$ cat config.mk
export PLATFORM = sky130hd
export DESIGN_NAME = cube_move_engine_flat
export DESIGN_NICKNAME = d
export VERILOG_FILES = /design/src/rtl/cube_move_pkg.sv /design/src/rtl/cube_move_if.sv /design/src/rtl/step_timer.sv /design/src/rtl/cube_move_engine.sv /design/src/flat_wrapper.sv
export SDC_FILE = /design/constraint.sdc
export NUM_CORES = 1
export LEC_CHECK = 0
export ABC_AREA = 1
export CORE_MARGIN = 2
export CORE_UTILIZATION = 40
export CTS_CLUSTER_SIZE = 40
export DETAILED_ROUTE_END_ITERATION = 8
export PLACE_DENSITY = 0.59
export SLEW_MARGIN = 20
export SYNTH_ARGS = -nofsm -noshare
export SYNTH_HDL_FRONTEND = slang
export SYNTH_SLANG_ARGS = --single-unit
$ cat constraint.sdc
create_clock -name clock -period 1.8 [get_ports clock]
set_clock_uncertainty 0.15 [all_clocks]
set_input_delay 0.27 -clock clock [delete_from_list [all_inputs] [get_ports clock]]
set_output_delay 0.27 -clock clock [all_outputs]
set_load 0.005 [all_outputs]
$ cat src/rtl/cube_move_pkg.sv
// Shared definitions for the cube move engine.
// Provides the turn encodings carried in move_in[FACE_W+1:FACE_W], the
// conventional face indices, the engine state enum and a small helper
// used to size the shared phase timer.
package cube_move_pkg;

  // Turn field encodings
  localparam logic [1:0] TURN_CW      = 2'b00;
  localparam logic [1:0] TURN_CCW     = 2'b01;
  localparam logic [1:0] TURN_HALF    = 2'b10;
  localparam logic [1:0] TURN_ILLEGAL = 2'b11;

  // Face indices (stepper channel numbers)
  localparam int FACE_R = 0;
  localparam int FACE_U = 1;
  localparam int FACE_F = 2;
  localparam int FACE_L = 3;
  localparam int FACE_B = 4;
  localparam int FACE_D = 5;

  typedef enum logic [2:0] {
    ST_IDLE,
    ST_SETUP,
    ST_STEP_HI,
    ST_STEP_LO,
    ST_SETTLE,
    ST_DONE
  } state_t;

  function automatic int max3(input int a, input int b, input int c);
    int m;
    m = (a > b) ? a : b;
    return (m > c) ? m : c;
  endfunction

endpackage

$ cat src/rtl/cube_move_if.sv
// Move handshake bundle between the move source (solver/FIFO) and the engine.
//   move_in    : {turn[1:0], face[FACE_W-1:0]}, source -> engine
//   move_valid : move_in valid, source -> engine
//   move_ready : engine idle and able to accept, engine -> source
//   move_done  : one-cycle pulse when a move is physically complete
//   move_error : one-cycle pulse when an illegal move was rejected
//   busy       : high from accept until move_done
interface cube_move_if #(
  parameter int FACE_W = 3
) ();

  logic [FACE_W+1:0] move_in;
  logic              move_valid;
  logic              move_ready;
  logic              move_done;
  logic              move_error;
  logic              busy;

  modport master (
    output move_in, move_valid,
    input  move_ready, move_done, move_error, busy
  );

  modport slave (
    input  move_in, move_valid,
    output move_ready, move_done, move_error, busy
  );

endinterface

$ cat src/rtl/step_timer.sv
// Loadable down-counter shared by the SETUP, STEP_HI/STEP_LO and SETTLE
// phases. Loading a value N makes tc pulse for one cycle N+1 cycles later
// (i.e. in the last cycle of an (N+1)-cycle phase). A load always wins, so
// the owner can reload in the same cycle it consumes tc.
// Ports: clock, reset (sync, active-high), load, load_val[W-1:0], tc.
module step_timer #(
  parameter int W = 8
) (
  input  logic         clock,
  input  logic         reset,
  input  logic         load,
  input  logic [W-1:0] load_val,
  output logic         tc
);

  logic [W-1:0] cnt_q, cnt_d;
  logic         armed_q, armed_d;

  always_comb begin
    cnt_d   = cnt_q;
    armed_d = armed_q;
    if (load) begin
      cnt_d   = load_val;
      armed_d = 1'b1;
    end else if (armed_q) begin
      if (cnt_q == '0) armed_d = 1'b0;
      else             cnt_d   = cnt_q - W'(1);
    end
  end

  always_ff @(posedge clock) begin
    if (reset) begin
      cnt_q   <= '0;
      armed_q <= 1'b0;
    end else begin
      cnt_q   <= cnt_d;
      armed_q <= armed_d;
    end
  end

  assign tc = armed_q && (cnt_q == '0);

endmodule

$ cat src/rtl/cube_move_engine.sv
// Single-move executor: accepts one encoded face turn per valid/ready
// handshake and drives the step/dir pins of N_FACES stepper channels.
// Ports:
//   clock, reset      : system clock, synchronous active-high reset
//   mv (slave)        : move handshake bundle (see cube_move_if)
//   dir_pin[N_FACES]  : per-channel direction, 0 = CW, 1 = CCW
//   step_pin[N_FACES] : per-channel step pulses
// All outputs are registered; they are computed from the next state so
// they line up with the state they describe.
module cube_move_engine
  import cube_move_pkg::*;
#(
  parameter int N_FACES       = 6,
  parameter int FACE_W        = $clog2(N_FACES),
  parameter int STEPS_QUARTER = 50,
  parameter int STEP_HALF     = 500000,
  parameter int DIR_SETUP     = 100,
  parameter int SETTLE        = 1000000
) (
  input  logic               clock,
  input  logic               reset,
  cube_move_if.slave         mv,
  output logic [N_FACES-1:0] dir_pin,
  output logic [N_FACES-1:0] step_pin
);

  localparam int TW = $clog2(max3(STEP_HALF, DIR_SETUP, SETTLE) + 1);
  localparam int SW = $clog2(2 * STEPS_QUARTER + 1);
  localparam logic [FACE_W:0] FACE_LIMIT = (FACE_W + 1)'(N_FACES);

  state_t              state_q, state_d;
  logic [FACE_W-1:0]   face_q, face_d;
  logic [SW-1:0]       target_q, target_d;
  logic [SW-1:0]       steps_q, steps_d;
  logic [SW-1:0]       steps_inc;
  logic [N_FACES-1:0]  dir_pin_q, dir_pin_d;
  logic [N_FACES-1:0]  step_pin_q, step_pin_d;
  logic                ready_q, ready_d;
  logic                busy_q, busy_d;
  logic                done_q, done_d;
  logic                error_q, error_d;

  logic                tmr_load;
  logic [TW-1:0]       tmr_val;
  logic                tmr_tc;

  logic [FACE_W-1:0]   mv_face;
  logic [1:0]          mv_turn;
  logic                accept;
  logic                illegal;
  logic                load_dir;
  logic                new_dir;

  assign mv_face   = mv.move_in[FACE_W-1:0];
  assign mv_turn   = mv.move_in[FACE_W+1:FACE_W];
  assign accept    = mv.move_valid && ready_q;
  assign illegal   = (mv_turn == TURN_ILLEGAL) || ({1'b0, mv_face} >= FACE_LIMIT);
  assign steps_inc = steps_q + SW'(1);

  step_timer #(.W(TW)) u_timer (
    .clock    (clock),
    .reset    (reset),
    .load     (tmr_load),
    .load_val (tmr_val),
    .tc       (tmr_tc)
  );

  // Timer is loaded with (duration - 1) on every phase entry so each phase
  // occupies exactly its programmed number of cycles.
  always_comb begin
    state_d  = state_q;
    face_d   = face_q;
    target_d = target_q;
    steps_d  = steps_q;
    error_d  = 1'b0;
    load_dir = 1'b0;
    new_dir  = 1'b0;
    tmr_load = 1'b0;
    tmr_val  = '0;
    case (state_q)
      ST_IDLE: begin
        if (accept) begin
          if (illegal) begin
            error_d = 1'b1;
          end else begin
            face_d   = mv_face;
            target_d = (mv_turn == TURN_HALF) ? SW'(2 * STEPS_QUARTER) : SW'(STEPS_QUARTER);
            steps_d  = '0;
            load_dir = 1'b1;
            new_dir  = (mv_turn == TURN_CCW);  // half turns run CW
            state_d  = ST_SETUP;
            tmr_load = 1'b1;
            tmr_val  = TW'(DIR_SETUP - 1);
          end
        end
      end
      ST_SETUP: begin
        if (tmr_tc) begin
          state_d  = ST_STEP_HI;
          tmr_load = 1'b1;
          tmr_val  = TW'(STEP_HALF - 1);
        end
      end
      ST_STEP_HI: begin
        if (tmr_tc) begin
          state_d  = ST_STEP_LO;
          tmr_load = 1'b1;
          tmr_val  = TW'(STEP_HALF - 1);
        end
      end
      ST_STEP_LO: begin
        if (tmr_tc) begin
          steps_d  = steps_inc;
          tmr_load = 1'b1;
          if (steps_inc == target_q) begin
            state_d = ST_SETTLE;
            tmr_val = TW'(SETTLE - 1);
          end else begin
            state_d = ST_STEP_HI;
            tmr_val = TW'(STEP_HALF - 1);
          end
        end
      end
      ST_SETTLE: begin
        if (tmr_tc) state_d = ST_DONE;
      end
      ST_DONE: begin
        state_d = ST_IDLE;
      end
      default: begin
        state_d = ST_IDLE;
      end
    endcase
  end

  assign ready_d = (state_d == ST_IDLE);
  assign busy_d  = (state_d != ST_IDLE);
  assign done_d  = (state_d == ST_DONE);

  // Per-channel pin logic: only the latched face's step pin may rise, and
  // a dir pin is rewritten only when its own face is accepted.
  generate
    for (genvar gi = 0; gi < N_FACES; gi++) begin : g_pins
      assign step_pin_d[gi] = (state_d == ST_STEP_HI) && (face_d == FACE_W'(gi));
      assign dir_pin_d[gi]  = (load_dir && (mv_face == FACE_W'(gi))) ? new_dir : dir_pin_q[gi];
    end
  endgenerate

  always_ff @(posedge clock) begin
    if (reset) begin
      state_q    <= ST_IDLE;
      face_q     <= '0;
      target_q   <= '0;
      steps_q    <= '0;
      dir_pin_q  <= '0;
      step_pin_q <= '0;
      ready_q    <= 1'b1;
      busy_q     <= 1'b0;
      done_q     <= 1'b0;
      error_q    <= 1'b0;
    end else begin
      state_q    <= state_d;
      face_q     <= face_d;
      target_q   <= target_d;
      steps_q    <= steps_d;
      dir_pin_q  <= dir_pin_d;
      step_pin_q <= step_pin_d;
      ready_q    <= ready_d;
      busy_q     <= busy_d;
      done_q     <= done_d;
      error_q    <= error_d;
    end
  end

  assign mv.move_ready = ready_q;
  assign mv.move_done  = done_q;
  assign mv.move_error = error_q;
  assign mv.busy       = busy_q;
  assign dir_pin       = dir_pin_q;
  assign step_pin      = step_pin_q;

endmodule

$ cat src/flat_wrapper.sv
// flat-port wrapper written by rule: the top's interface ports become plain ports
module cube_move_engine_flat import cube_move_pkg::*;
#(
  parameter int N_FACES       = 6,
  parameter int FACE_W        = $clog2(N_FACES),
  parameter int STEPS_QUARTER = 50,
  parameter int STEP_HALF     = 500000,
  parameter int DIR_SETUP     = 100,
  parameter int SETTLE        = 1000000
)
  (clock, reset, dir_pin, step_pin, mv_move_in, mv_move_valid, mv_move_ready, mv_move_done, mv_move_error, mv_busy);
  cube_move_if #(.FACE_W(FACE_W)) mv_i ();
  input  logic clock;
  input  logic reset;
  output logic [N_FACES-1:0] dir_pin;
  output logic [N_FACES-1:0] step_pin;
  input wire logic [$bits(mv_i.move_in)-1:0] mv_move_in;
  input wire logic [$bits(mv_i.move_valid)-1:0] mv_move_valid;
  output wire logic [$bits(mv_i.move_ready)-1:0] mv_move_ready;
  output wire logic [$bits(mv_i.move_done)-1:0] mv_move_done;
  output wire logic [$bits(mv_i.move_error)-1:0] mv_move_error;
  output wire logic [$bits(mv_i.busy)-1:0] mv_busy;
  assign mv_i.move_in = mv_move_in;
  assign mv_i.move_valid = mv_move_valid;
  assign mv_move_ready = mv_i.move_ready;
  assign mv_move_done = mv_i.move_done;
  assign mv_move_error = mv_i.move_error;
  assign mv_busy = mv_i.busy;
  cube_move_engine #(.N_FACES(N_FACES), .FACE_W(FACE_W), .STEPS_QUARTER(STEPS_QUARTER), .STEP_HALF(STEP_HALF), .DIR_SETUP(DIR_SETUP), .SETTLE(SETTLE)) u_core (.clock(clock), .reset(reset), .mv(mv_i), .dir_pin(dir_pin), .step_pin(step_pin));
endmodule
# ---- After elaboration in Yosys (flattened, before gate mapping)
# Index checks and enable logic that the tools add are counted.
dict set report word_totals {
  output_inout_bits 16
  register_bits 57
  elab_cells 113
  in_bits 8
}
dict set report classes {
  n_mux 37
  add_sub_neg 2
  reduce_logical 29
  n_eq_ne 24
  n_bitwise 3
  n_lt_le_gt_ge 1
}
# operator n
set op_table {}
lappend op_table {{two-way mux 20 bit} 6}
lappend op_table {{one-hot mux 20 bit (3 select lines)} 1}
lappend op_table {{two-way mux 7 bit} 5}
lappend op_table {{two-way mux 3 bit} 10}
lappend op_table {{== test 3 x 2 -> 1 bit, second input constant} 7}
lappend op_table {{zero test 20 bit} 1}
lappend op_table {{subtractor 20 x 1 -> 20 bit, second input constant} 1}
lappend op_table {{two-way mux 19 bit} 1}
lappend op_table {{== test 3 bit, second input constant} 6}
lappend op_table {{one-hot mux 3 bit (5 select lines)} 1}
lappend op_table {{logical AND 1 bit} 14}
lappend op_table {{one-hot mux 7 bit (2 select lines)} 1}
lappend op_table {{zero test 3 bit} 4}
lappend op_table {{two-way mux 1 bit} 11}
lappend op_table {{== test 3 x 1 -> 1 bit, second input constant} 3}
lappend op_table {{adder 7 x 1 -> 7 bit, second input constant} 1}
lappend op_table {{== test 7 bit} 1}
lappend op_table {{inequality test 2 x 1 -> 1 bit, second input constant} 3}
lappend op_table {{OR reduction 3 bit} 2}
lappend op_table {{== test 2 bit, second input constant} 2}
lappend op_table {{AND reduction 4 bit} 1}
lappend op_table {{nonzero test 2 bit} 2}
lappend op_table {{>= comparator 3 bit, second input constant} 1}
lappend op_table {{NOT 1 bit} 3}
lappend op_table {{other kinds (8)} 8}

# ---- Longest topological paths before layout
# Gate-level depths: netlist of run 1.
dict set report depth {
  ltp_word 7
  mapped_depth 15
  ltp_nobuf 15
}

# ---- Hierarchy
# Synthesis of run 1 repeated with hierarchy kept, for this count alone.
dict set report hier_totals {
  hier_cells 483
  area_unflattened_um2 3125.5
}
# mod area_per_inst_um2 n_inst cells_per_inst seq_area_each_um2
set by_module_without_submodules {}
lappend by_module_without_submodules {cube_move_engine 1625.3 1 233 640.6}
lappend by_module_without_submodules {step_timer 1500.2 1 250 420.4}

# ---- Least setup slack after synthesis of run 1
# Ideal clock, no wire load.
dict set report synth_path {
  kind {register to register}
  start {register u_core.u_timer.cnt_q[0]}
  end {register u_core.u_timer.cnt_q[19]}
  slack_ps -7
  period_less_slack_ps 1807
  arrival_ps 1549
  n_path_buf 1
  setup_time_ps 109
  path_stages_with_launch 15
  required_ps 1541
  cell_sequence {dfxtp_1 > inv_1 > ha_1 > nand2_1 > nor2_1 > nand3_2 > nor2_2 > nand4_2 > nand3_2 > buf_6 > inv_2 > nor2_1 > nand2_1 > nand2_1 > inv_1}
}
dict set report synth_between {
  elab_chain_len 6
  elab_cells_between_ends 13
  classes_between {add/sub (1); eq/ne (1); mux (7); reduce/logical (4)}
}
# item line_no
set synth_rtl {}
lappend synth_rtl {{from (decl)} step_timer.sv:16} ;# logic [W-1:0] cnt_q, cnt_d;
lappend synth_rtl {{from (signal assigned)} step_timer.sv:36} ;# cnt_q <= cnt_d;
lappend synth_rtl {{parallel branches: the longest is 6 deep, another holds subtractor 20 x 1 -> 20 bit} n/a}
# Parallel ways; which one is timed is not known. The select of a mux whose other input is x is not followed.
# A chain may end at the register's enable or synchronous reset.

# ---- Worst setup path after layout of run 1
dict set report layout_path {
  start {register u_core.steps_q[1]}
  end {register u_core.ready_q (netlist: u_core.mv.move_ready)}
}
dict set report layout_between {
  elab_chain_len 6
}
# item line_no
set layout_rtl {}
lappend layout_rtl {{from (decl)} cube_move_engine.sv:34} ;# logic [SW-1:0] steps_q, steps_d;
lappend layout_rtl {{from (signal assigned)} cube_move_engine.sv:165} ;# steps_q <= steps_d;
lappend layout_rtl {{adder 7 x 1 -> 7 bit} cube_move_engine.sv:58} ;# assign steps_inc = steps_q + SW'(1);
lappend layout_rtl {{== test 7 bit} cube_move_engine.sv:115} ;# if (steps_inc == target_q) begin
lappend layout_rtl {{two-way mux 3 bit} cube_move_engine.sv:115}
lappend layout_rtl {{two-way mux 3 bit} cube_move_engine.sv:112} ;# if (tmr_tc) begin
lappend layout_rtl {{one-hot mux 3 bit (5 select lines)} cube_move_engine.sv:80} ;# case (state_q)
lappend layout_rtl {{zero test 3 bit} cube_move_engine.sv:136} ;# assign ready_d = (state_d == ST_IDLE);
lappend layout_rtl {{to (signal assigned)} cube_move_engine.sv:168} ;# ready_q <= ready_d;
lappend layout_rtl {{to (decl)} cube_move_engine.sv:38} ;# logic ready_q, ready_d;
# No other way between the ends.

==> results of run 1 <==
## worst max path at each step
stage / startpoint / endpoint / slack, ps / cells after the start
2_1_floorplan: u_core.u_timer.cnt_q[0] / u_core.u_timer.cnt_q[19] / 7 / 14
6_report: u_core.steps_q[1] / u_core.mv.move_ready / -130 / 12
3_5_place_dp: mv_move_in[3] / u_core.steps_q[6] / -360 / 9
5_1_grt: u_core.u_timer.cnt_q[2] / u_core.u_timer.cnt_q[5] / -290 / 11
3_3_place_gp: mv_move_in[3] / u_core.steps_q[6] / -270 / 9
4_1_cts: u_core.steps_q[1] / u_core.mv.move_done / -70 / 9
## flip-flops by register name, indices dropped and copies added (netlist names)
signal,count
u_core.step_pin,6
u_core.target_q,3
u_core.dir_pin,6
u_core.mv.move_ready,1
u_core.steps_q,7
u_core.face_q,3
u_core.mv.busy,1
u_core.state_q,3
u_core.u_timer.armed_q,1
u_core.mv.move_error,1
u_core.mv.move_done,1
u_core.u_timer.cnt_q,20
## metal layers
| layer | vias to the layer above | global-route usage, % | part of all wire, % |
|---|---|---|---|
| met5 | - | 0 | 0 |
| met4 | 0 | 6.061 | 1.3 |
| met3 | 11 | 3.485 | 2.9 |
| met2 | 42 | 33.09 | 49 |
| met1 | 1417 | 26.19 | 46 |
| li1 | 1629 | - | - |
## worst min-delay path, cell delays in order, from the launching register on
cell     delay (ps)
dfxtp_1         320
inv_1            50
a21oi_1          50
## logic make-up (layout without fill, tap and decap cells)
group	count (synthesis)	count (layout)
flops	53	53
simple gates	219	219
fa+ha+maj	3	3
compound gates	75	75
xor+xnor	14	14
buf+inv	86	184
## synthesized netlist by cell type, drive strengths merged
| master | n |
|---|---|
| nor3 | 7 |
| nand2 | 104 |
| xnor2 | 2 |
| o21ai | 34 |
| o22ai | 1 |
| nor2 | 60 |
| dfxtp | 53 |
| a31oi | 1 |
| xor2 | 12 |
| a211oi | 2 |
| nand3b | 1 |
| inv | 73 |
| clkinv | 1 |
| clkbuf | 6 |
| nand3 | 39 |
| o21a | 2 |
| o2111ai | 1 |
| nand4 | 8 |
| a21oi | 34 |
| ha | 3 |
| buf | 6 |
## power by group through the flow
stage	clock, mW	sequential, mW	combinational (mW)
global placement	0	1.37	1.14
detailed placement	0	1.37	1.15
floorplan	0	1.36	0.699
finish	0.845	1.36	1.48
global route	0.897	1.38	1.63
CTS	0.858	1.35	1.28
## cell type report
type	instances	area, um2
clock buffer	5	68.82
timing repair buffer	102	915.9
fill	690	2776
clock inverter	3	43.79
sequential	53	1072
tap	99	123.9
inverter	74	291.5
multi-input combinational	311	1999
## per-stage QoR
step	area, um2	TNS, ps	std cells	setup slack, ps
detailed placement	3867	-12410	629	-358.3
global placement	3867	-9149	629	-269.7
CTS	4227	-686.6	639	-65.18
floorplan	3028	0	450	6.899
finish	4516	-2099	647	-133.7
global route	4516	-6626	647	-291.1
## what timing repair did
item | in CTS | in global routing
gates cloned | 0 | 0
hold buffers | 0 | 0
buffers inserted | 2 | 8
endpoints found under the setup margin | 38 | 42
resized for setup | 63 | 74
pin swaps | 24 | 40
==> impl_metrics.tcl, run 1 <==
set metrics [dict create \
    seq_area_frac_synth_pct 35.04 \
    final_cell_mix "nand2_1 (76), buf_4 (66), inv_1 (57), dfxtp_1 (46), nor2_1 (28)" \
    start_util_pct 41.52 \
    rows 31 \
    syn-num-nets 461 \
    r2r_end "u_core.mv.move_ready" \
    root_buffer "clkbuf_8" \
    whs_path_depth 2 \
    final_common_cell "nand2_1" \
    nNetsFinal 558 \
    wirelength_mm 8.289 \
    peakVddDrop_v 0.0005872 \
    diodes 0 \
    yosysWarnings 0 \
    outcome "finished, violations left" \
    synth_area_leaders "dfxtp_1 (35%), nand2_1 (12%), inv_1 (7.7%)" \
    slew_viol_final 0 \
    syn_area_mm2 0.003028 \
    critPathKind "flop to flop" \
    p_clk_share_pct 22.9 \
    clock_path_buffers 2 \
    drt_first_iter_violations 125 \
    setup_viol 30 \
    grt_remaining_overflow 0 \
    drc 0 \
    cts_tree "built" \
    power.internal_mw 2.369 \
    design.core.area_mm2 0.007292 \
    die_y_um 91.01 \
    min_from "u_core.dir_pin[4]" \
    ant_nets 0 \
    synth_top_area_share_pct 35.04 \
    crit_arrival_ps 1990 \
    final_util_pct 61.93 \
    synth.area.mux_share_pct 0 \
    max_stage_delay_ps 370 \
    hold_path_class "flop to flop" \
    min_to "u_core.dir_pin[4]" \
    worstMarginPinSlew_ps 320.3 \
    die_area_mm2 0.008282 \
    die_w_um 91.01 \
    yosysUniqueCellTypes 35 \
    reg2reg_setup_slack_ps -130 \
    clkTransAtPathRegs_ps 110 \
    wire_per_inst_um 12.81 \
    r2r-start "u_core.steps_q[1]" \
    netlist_instances 450 \
    synth_compound_area_share_pct 13.43 \
    critPathBufInv 2 \
    via_per_inst 4.790 \
    clock_latency_ps 320 \
    hpwl_mm 5.595 \
    timing.hold.ws_ps 302.6 \
    switching_share_pct 35.72 \
    rsz0062_at_grt "true" \
    required_ps 1860 \
    dr_total_vias 3099 \
    cp-start-kind "flop" \
    crit_fanout 3 \
    fin_crit_ps 1934 \
    grt_max_degree 31 \
    clock_sinks 53 \
    worst_path_max_delay_cell "dfxtp_4" \
    slew_headroom_pct 78.53 \
    crit_family "simple AND/OR/NAND/NOR gates" \
    cts_max_level 2 \
    comb_power_share_pct 40.0 \
    cts_made_buffers 5 \
    r2r_cells 12 \
    crit_chain "ha_4 > inv_2 > nand2_2 > a21oi_2 > buf_4 > nand3_4 > nor2_4 > nand3_4 > nor2_4 > nor2_2 > nand3_1 > nand2_1" \
    antenna_found_initial 0 \
    grtUsageTotal_pct 19.85 \
    synth_top_cell_by_area "dfxtp_1" \
    avgSynthCellArea_um2 6.729 \
    port_buffers 23 \
    synth-xor-area-share_pct 4.050 \
    ys_ff_latch 53 \
    maxCapViolations 0 \
    synth_top_family_by_area "simple AND/OR/NAND/NOR gates" \
    grt_pass1_vias 3004 \
    place_congestion 0.8375 \
    synthAdderAreaFrac_pct 1.240 \
    total_power_mw 3.686 \
    drive_gt1_share_pct 39.42 \
    fin_crit_sh_pct 107.4 \
    syn_to_final_growth_pct 49.13 \
    grt_first_pass_wirelength_mm 13.65 \
    p_switching_mw 1.316 \
    finalHoldViolCount 0 \
    firstDrtPassIters 4 \
    violations "setup timing" \
    power_leakage_nw 1.965 \
    end_kind "flop" \
    seqPwrFrac_pct 37.0 \
    max_freq_mhz 517.1 \
    final.setup.worst_slack_ps -133.7 \
    cellPowerDensity_mw_per_mm2 816.2 \
    num_io_pins 24 \
    synth-simple-area-share_pct 34.75 \
]
Note: power is estimated with default switching activity, not from simulation.
==> run 2: changes to the inputs <==
Settings changed: PLACE_DENSITY 0.59 to 0.56.
Clock period 1.8 ns to 1.9 ns, I/O delays scaled along.
==> run 2 against run 1 <==
The run now ends clean. Non-clock buffer count fell by 13. Critical path depth did not move. First-iteration DRC count fell by 4.0%. Via count fell by 1.8%. Cell count fell by 2.0%. Worst hold slack improved by 1.2 ps.
==> impl_metrics.tcl, run 2 (synthesis gave the netlist of run 1 again) <==
set metrics [dict create \
    outcome "completed" \
    ant_nets 0 \
    slew_viol_final 0 \
    cts_hold_buf 0 \
    syn_to_final_growth_pct 43.93 \
    fin_tns_setup_ps 0 \
    cp-start-kind "flop" \
    fin_crit_sh_pct 99.27 \
    num_io_pins 24 \
    largest_reg_flops 20 \
    required_ps 2000 \
    drive_gt1_share_pct 35.89 \
    pre_cts_ws_ps -221.6 \
    grtUsageTotal_pct 18.37 \
    drc 0 \
    crit_arrival_ps 1980 \
    total_power_mw 3.360 \
    firstDrtPassIters 4 \
    antenna_found_initial 0 \
    die_y_um 91.01 \
    design.core.area_mm2 0.007292 \
    fill_cells 699 \
    design_area_mm2 0.004358 \
    power_leakage_nw 1.894 \
    setup_viol 0 \
    diodes 0 \
    port_buffers 23 \
    grt_first_pass_wirelength_mm 12.65 \
    hold_path_class "flop to flop" \
    start_util_pct 41.52 \
    rsz0062_at_grt "true" \
    via_per_inst 4.800 \
    grt_max_degree 31 \
    root_buffer "clkbuf_8" \
    clock_latency_ps 310 \
    top_register "u_core.u_timer.cnt_q" \
    cts_tree "built" \
    end_kind "flop" \
    reg_top3 "u_core.u_timer.cnt_q (20), u_core.steps_q (7)" \
    hpwl_mm 5.484 \
    max_freq_mhz 530.2 \
    fin_crit_ps 1886 \
    place_congestion 0.8102 \
    slew_headroom_pct 81.52 \
    dpl_cell_area_mm2 0.003770 \
    final_common_cell "nand2_1" \
    drt_first_iter_violations 120 \
    rows 31 \
    die_w_um 91.01 \
    final_cell_mix "nand2_1 (76), buf_4 (59), inv_1 (58), dfxtp_1 (42), a21oi_1 (30)" \
    nNetsFinal 545 \
    critPathKind "flop to flop" \
    wire_per_inst_um 12.42 \
    grt_pass1_vias 2770 \
    clock_sinks 53 \
    finalHoldViolCount 0 \
    crit_fanout 4 \
    wirelength_mm 7.876 \
    worstMarginPinSlew_ps 277.2 \
    cts_made_buffers 5 \
    final.setup.worst_slack_ps 13.88 \
    cts_max_level 2 \
    maxCapViolations 0 \
    die_area_mm2 0.008282 \
    dr_total_vias 3043 \
    timing.hold.ws_ps 303.8 \
    grt_remaining_overflow 0 \
    clock_path_buffers 2 \
    cellPowerDensity_mw_per_mm2 770.9 \
    clkTransAtPathRegs_ps 100 \
    peakVddDrop_v 0.0004172 \
]
-- run 2: area by class of cell --
class	count	area, um2	area share (%)
repair buffers	89	792.0	18.17
inverters	74	282.8	6.489
multi-input cells	311	1966	45.10
flip-flops and latches	53	1082	24.83
well taps	99	123.9	2.842
clock buffers	6	72.57	1.665
clock inverters	2	38.79	0.8900
-- run 2: what timing repair did --
action	4_1_cts	5_1_grt
setup endpoints to repair	31	37
buffers inserted	1	8
pin swaps	10	24
resized for setup	29	84
gates cloned	0	1
-- run 2: metrics by stage --
stage,util (%),cells
4_1_cts,54.60,625
3_5_place_dp,51.70,616
6_report,59.76,634
5_1_grt,59.76,634
2_1_floorplan,-,450
3_3_place_gp,51.70,616
-- run 2: metal layers --
metal | up-vias | share of wire [%] | track usage [%] | wire length (um)
met4 | 0 | 1.4 | 3.409 | 114
met3 | 10 | 2.6 | 3.568 | 205
met2 | 49 | 46 | 29.14 | 3597
li1 | 1600 | - | - | -
met1 | 1384 | 50 | 26.13 | 3959
met5 | - | 0 | 0 | 0
-- run 2: critical path, stage by stage, from the launching register on --
cell     delay, ps
dfxtp_2        340
inv_2           70
ha_4           150
nand2_2         50
nor2_2          90
nand3_2        120
nor3_2         180
nand2_1        110
nand2_1         90
nand2_2         60
nor2_4         170
nand3_4        130
nor2_2         100
-- run 2: power by group --
group	total [mW]	internal, mW	switching (mW)	leakage [nW]
combinational	1.28	0.567	0.708	1.40
sequential	1.30	1.20	0.0966	0.438
clock	0.784	0.396	0.387	0.0554
total	3.36	2.17	1.19	1.89
-- run 2: final timing paths --
path / depth (start not counted) / endpoint / slack (ps) / from
setup / recovery: 12 / u_core.step_pin[3] / 10 / u_core.u_timer.cnt_q[1]
hold / removal: 2 / u_core.dir_pin[1] / 300 / u_core.dir_pin[1]
setup reg to reg: 12 / u_core.step_pin[3] / 10 / u_core.u_timer.cnt_q[1]
hold reg to reg: 2 / u_core.dir_pin[1] / 300 / u_core.dir_pin[1]
==> run 3: changes to the inputs <==
Settings changed: CTS_CLUSTER_SIZE 40 to 20.
==> results of run 3 <==
No change in the layout: final DEF, timing and power equal those of run 2.
